### src/rtl/ram_sdp_if.sv
// Bus bundle for the simple-dual-port data RAM: one read port, one write
// port, the clear request and the status outputs.
interface ram_sdp_if #(
  parameter int DATA_W = 8,
  parameter int ADDR_W = 4
);
  logic              clr;
  logic              rd_en;
  logic [ADDR_W-1:0] rd_addr;
  logic              we;
  logic [ADDR_W-1:0] wr_addr;
  logic [DATA_W-1:0] din;
  logic [DATA_W-1:0] dout;
  logic              rd_valid;
  logic              ready;
  logic              err;

  // Requester side (CPU / load-store unit)
  modport master (
    output clr, rd_en, rd_addr, we, wr_addr, din,
    input  dout, rd_valid, ready, err
  );

  // Memory side
  modport slave (
    input  clr, rd_en, rd_addr, we, wr_addr, din,
    output dout, rd_valid, ready, err
  );
endinterface

### src/rtl/ram_sdp.sv
// Simple-dual-port data RAM with a sequential clear engine.
// After reset (or a clr request) every word is swept to INIT_VAL, one word
// per clock; ready is low during the sweep and accesses raise err.
// Reads are registered (one cycle latency) with a rd_valid pulse.
module ram_sdp #(
  parameter int                 DATA_W   = 8,
  parameter int                 ADDR_W   = 4,
  parameter logic [DATA_W-1:0]  INIT_VAL = '0,
  parameter int                 WR_FIRST = 0
) (
  input  logic     clk,
  input  logic     areset,
  ram_sdp_if.slave bus
);
  localparam int                DEPTH = 1 << ADDR_W;
  localparam logic [ADDR_W-1:0] LAST  = ADDR_W'(DEPTH - 1);

  typedef enum logic {ST_CLEAR, ST_RUN} state_t;

  state_t            state_q,    state_d;
  logic [ADDR_W-1:0] clr_cnt_q,  clr_cnt_d;
  logic              ready_q,    ready_d;
  logic [DATA_W-1:0] dout_q,     dout_d;
  logic              rd_valid_q, rd_valid_d;
  logic              err_q,      err_d;

  logic              mem_we;
  logic [ADDR_W-1:0] mem_waddr;
  logic [DATA_W-1:0] mem_wdata;

  logic [DATA_W-1:0] mem [DEPTH];

  // Next-state, write-port steering and read-data selection
  always_comb begin
    state_d    = state_q;
    clr_cnt_d  = clr_cnt_q;
    ready_d    = ready_q;
    dout_d     = dout_q;
    rd_valid_d = 1'b0;
    err_d      = 1'b0;
    mem_we     = 1'b0;
    mem_waddr  = clr_cnt_q;
    mem_wdata  = INIT_VAL;

    case (state_q)
      ST_CLEAR: begin
        // Sweep one word per edge; requests are dropped but flagged.
        mem_we    = 1'b1;
        clr_cnt_d = clr_cnt_q + ADDR_W'(1);
        err_d     = bus.rd_en | bus.we;
        if (clr_cnt_q == LAST) begin
          state_d = ST_RUN;
          ready_d = 1'b1;
        end
      end
      default: begin
        if (bus.clr) begin
          // A clear request wins over any access in the same cycle.
          state_d   = ST_CLEAR;
          clr_cnt_d = '0;
          ready_d   = 1'b0;
        end else begin
          if (bus.we) begin
            mem_we    = 1'b1;
            mem_waddr = bus.wr_addr;
            mem_wdata = bus.din;
          end
          if (bus.rd_en) begin
            rd_valid_d = 1'b1;
            // Collision bypass only when write-first is selected.
            if ((WR_FIRST != 0) && bus.we && (bus.wr_addr == bus.rd_addr))
              dout_d = bus.din;
            else
              dout_d = mem[bus.rd_addr];
          end
        end
      end
    endcase
  end

  // Control/output registers; reset restarts the sweep from address 0
  always_ff @(posedge clk) begin
    if (areset) begin
      state_q    <= ST_CLEAR;
      clr_cnt_q  <= '0;
      ready_q    <= 1'b0;
      dout_q     <= '0;
      rd_valid_q <= 1'b0;
      err_q      <= 1'b0;
    end else begin
      state_q    <= state_d;
      clr_cnt_q  <= clr_cnt_d;
      ready_q    <= ready_d;
      dout_q     <= dout_d;
      rd_valid_q <= rd_valid_d;
      err_q      <= err_d;
    end
  end

  // Storage write port; memory is left untouched on the reset edge
  always_ff @(posedge clk) begin
    if (!areset && mem_we)
      mem[mem_waddr] <= mem_wdata;
  end

  assign bus.dout     = dout_q;
  assign bus.rd_valid = rd_valid_q;
  assign bus.ready    = ready_q;
  assign bus.err      = err_q;
endmodule

### src/flat_wrapper.sv
// flat-port wrapper written by rule: the top's interface ports become plain ports
module ram_sdp_flat 
#(
  parameter int                 DATA_W   = 8,
  parameter int                 ADDR_W   = 4,
  parameter logic [DATA_W-1:0]  INIT_VAL = '0,
  parameter int                 WR_FIRST = 0
)
  (clk, areset, bus_clr, bus_rd_en, bus_rd_addr, bus_we, bus_wr_addr, bus_din, bus_dout, bus_rd_valid, bus_ready, bus_err);
  ram_sdp_if #(.DATA_W(DATA_W), .ADDR_W(ADDR_W)) bus_i ();
  input  logic clk;
  input  logic areset;
  input wire logic [$bits(bus_i.clr)-1:0] bus_clr;
  input wire logic [$bits(bus_i.rd_en)-1:0] bus_rd_en;
  input wire logic [$bits(bus_i.rd_addr)-1:0] bus_rd_addr;
  input wire logic [$bits(bus_i.we)-1:0] bus_we;
  input wire logic [$bits(bus_i.wr_addr)-1:0] bus_wr_addr;
  input wire logic [$bits(bus_i.din)-1:0] bus_din;
  output wire logic [$bits(bus_i.dout)-1:0] bus_dout;
  output wire logic [$bits(bus_i.rd_valid)-1:0] bus_rd_valid;
  output wire logic [$bits(bus_i.ready)-1:0] bus_ready;
  output wire logic [$bits(bus_i.err)-1:0] bus_err;
  assign bus_i.clr = bus_clr;
  assign bus_i.rd_en = bus_rd_en;
  assign bus_i.rd_addr = bus_rd_addr;
  assign bus_i.we = bus_we;
  assign bus_i.wr_addr = bus_wr_addr;
  assign bus_i.din = bus_din;
  assign bus_dout = bus_i.dout;
  assign bus_rd_valid = bus_i.rd_valid;
  assign bus_ready = bus_i.ready;
  assign bus_err = bus_i.err;
  ram_sdp #(.DATA_W(DATA_W), .ADDR_W(ADDR_W), .INIT_VAL(INIT_VAL), .WR_FIRST(WR_FIRST)) u_core (.clk(clk), .areset(areset), .bus(bus_i));
endmodule
### config.mk
export PLATFORM = sky130hd
export DESIGN_NAME = ram_sdp_flat
export DESIGN_NICKNAME = d
export VERILOG_FILES = /design/src/rtl/ram_sdp_if.sv /design/src/rtl/ram_sdp.sv /design/src/flat_wrapper.sv
export SDC_FILE = /design/constraint.sdc
export NUM_CORES = 1
export LEC_CHECK = 0
export ABC_AREA = 1
export CORE_ASPECT_RATIO = 0.6
export CORE_MARGIN = 3
export CORE_UTILIZATION = 62
export CTS_CLUSTER_DIAMETER = 200
export CTS_CLUSTER_SIZE = 28
export DETAILED_ROUTE_END_ITERATION = 12
export GPL_TIMING_DRIVEN = 1
export PLACE_DENSITY = 0.82
export RECOVER_POWER = 25
export SYNTH_ARGS = -nofsm -noshare
export SYNTH_HDL_FRONTEND = slang
export SYNTH_SLANG_ARGS = --single-unit
### constraint.sdc
create_clock -name clk -period 3.55 [get_ports clk]
set_clock_uncertainty 0.2 [all_clocks]
set_input_delay 0.355 -clock clk [delete_from_list [all_inputs] [get_ports clk]]
set_output_delay 0.355 -clock clk [all_outputs]
set_load 0.02 [all_outputs]
==> results by group <==
Clocking
  – Clock sinks: 144
  – Gates resized, CTS repair: 0
  – Worst-Skew Late Latency: 420 ps
  – Post-CTS Repair Setup Buffers: 0
  – CTS Hold Bufs: 0
  – CTS H-Tree Depth: 4
  – TritonCTS clock tree: yes
  – Reg clk slew, reported paths: 60 ps
  – Root Driver: clkbuf_16
  – Max Root-Sink Buffers: 2
  – CTS Buf Count: 17

Floorplan
  – Cell Rows: 27
  – Chip width: 136 µm
  – CORE AREA: 9490 µm²
  – I/O pin cnt: 32
  – Die area: 11400 µm²
  – Starting Density: 65.9%
  – Die height: 83.8 µm

Final layout
  – Antenna cells: 0
  – Post-layout util: 76.7%
  – Area grow syn2layout: 16.5%
  – Fraction of layout cells with a size suffix above 1: 7.54%
  – Final net count: 686

Route
  – Routed Antenna Nets: 0
  – Drt first pass iters: 7
  – Via Count: 4552
  – Routed length per instance: 19.0 µm
  – Starting DRT DRC Count: 670
  – WL final: 15300 µm
  – Via/cell ratio: 5.65
  – DRC Markers: 0

STA
  – Setup slack after layout: 687 ps
  – Max-slew violations: 0
  – Setup Viol. Count Final: 0
  – Slew @ Worst Pin: 1100 ps
  – Period utilization: 80.7%
  – RSZ-0062 raised after global routing: no
  – Peak Freq: 349 MHz
  – Relative slew slack: 26.8%
  – Final hold vios: 0
  – Setup TNS: 0 ps
  – Min Tclk post-route: 2860 ps

Worst setup path
  – CP required: 3400 ps
  – CP delay by family, top: simple AND/OR/NAND/NOR gates
  – Crit path kind: primary input to flip-flop
  – WP buf/inv: 2
  – Crit path cell chain: dlygate4sd3_1 > clkinv_1 > nand2_1 > a21oi_1 > nand4_1 > nor2_1
  – Arr. time, crit path: 2710 ps
  – Max FO, Critical Path: 10
  – Setup crit end kind: flip-flop
  – CP peak stage delay: 660 ps
  – Setup crit start kind: primary input
  – Slowest stage cell, crit path: dlygate4sd3_1

GRT
  – Total gr overflow: 0
  – GRT Total Usage: 28.2%
  – First-pass GRT wire length: 23300 µm
  – Initial antenna violation count: 0
  – Vias in the first global route: 4095
  – Largest net degree at the start of global routing: 65

Run status
  – Outcome: completed

Synthesis
  – Mapped Avg Cell Area: 9.96 µm²
  – Yosys cell types: 26
  – Total nets after synthesis: 650
  – Post-synth top flop: edfxtp_1
  – Share of the synthesized area in the top cell type: 61.5%
  – Seq cells post-synth: 144
  – Leading area contributor after synthesis: edfxtp_1
  – Top post-synthesis cells by count: 211 x nand2_1, 128 x edfxtp_1, 90 x inv_1, 90 x nand3_1, 25 x nor2_1
  – Post-Synthesis Cells: 628
  – FFs w/ async S/R, synth: 0%
  – Synth area leaders: edfxtp_1 61%, nand2_1 13%, nand3_1 7.2%
  – Yosys warns: 0
  – Most common cell in the synthesized netlist: nand2_1
  – Post-Syn Area: 6250 µm²
  – Register area share after synthesis: 66.6%
  – Post-synth EDFFs: 128

Hold path
  – Tightest Hold Check Type: flip-flop to flip-flop

Job
  – Max cap viols: 0

Power and ir drop
  – Sw power: 0.000821 W
  – Worst vdd rail ir drop: 0.365 mV
  – Seq pwr share: 47.0%
  – Switching Fraction: 20.8%
  – Cell internal pwr: 0.00312 W
  – Combinational share of power: 5.5%
  – Clock power share: 47.5%
  – Pwr/cell area: 541 nW/µm²
  – Leakage Power: 3.12 nW

Placement
  – Detail Placement HPWL: 9990 µm
  – Placer Congestion: 0.934
  – # port buffers: 31
  – Placement Setup Slack: 436 ps
==> layout make-up <==
class | count | area [µm²]
Sequential cell | 144 | 4160
Fill cell | 602 | 2210
Clock buffer | 21 | 460
Timing Repair Buffer | 43 | 380
Multi-Input combinational cell | 363 | 1600
Clock inverter | 10 | 161
Inverter | 95 | 357
Tap cell | 130 | 163
==> logic make-up (layout without fill, tap and decap cells) <==
kind of cell    Yosys count  count (layout)  share of synthesized area, %
simple gates            341             341                          23.3
flops                   144             144                          66.6
buf+inv                 121             169                          7.70
compound gates           21              21                          2.20
fa+ha+maj                 1               1                         0.200
==> routing by layer <==
metal / part of all wire [%] / vias up / wire, µm / global-route usage, %
li1: - / 2106 / - / -
met1: 42 / 2113 / 6450 / 43.2
met2: 43 / 299 / 6600 / 38.9
met3: 13 / 34 / 1940 / 8.73
met4: 2.1 / 0 / 315 / 8.05
met5: 0 / - / 0 / 0
==> placed cells by master (no fill, tap or decap), types with 3 or more instances in the layout <==
cell type	instances
dfxtp_1	16
nand2_4	3
nor3_1	3
edfxtp_1	128
a21oi_1	7
inv_1	92
bufinv_16	4
clkbuf_1	6
clkdlybuf4s50_1	28
nor2_1	26
nand3_1	90
clkinvlp_4	3
o21a_1	8
nand2_1	211
clkbuf_16	17
buf_4	8
nand2_2	4
==> flip-flops by register name, indices dropped and copies added, names as in the netlist <==
name and count:
u_core.bus.dout 8, u_core.state_q 1, u_core.mem 128, u_core.bus.err 1, u_core.clr_cnt_q 4, u_core.bus.ready 1
u_core.bus.rd_valid 1
==> metrics by stage <==
step	area (µm²)	std cells	total power (W)	hold WS, ps
6_report	7290	806	0.00394	304
5_1_grt	7290	806	0.00404	321
4_1_cts	7310	806	0.00393	304
3_5_place_dp	6690	775	0.00210	271
3_3_place_gp	6690	775	0.00209	259
2_1_floorplan	6250	628	0.00202	224
==> worst paths after layout <==
kind                                startpoint                to  slack, ps  cells past startpoint
worst max-delay path                    areset  u_core.mem[1][4]        690                      6
worst min-delay path            u_core.state_q    u_core.bus.err        300                      1
worst max register to register  u_core.state_q  u_core.mem[1][4]        710                      6
worst min register to register  u_core.state_q    u_core.bus.err        300                      1
==> power groups by stage <==
stage          Sequential [W]  Combinational, W  Clock [W]
6_report              0.00185          0.000216    0.00187
5_1_grt               0.00185          0.000235    0.00195
4_1_cts               0.00185          0.000210    0.00187
3_5_place_dp          0.00189          0.000207          0
3_3_place_gp          0.00189          0.000202          0
2_1_floorplan         0.00189          0.000133          0
(Power assumes the default switching activity.)
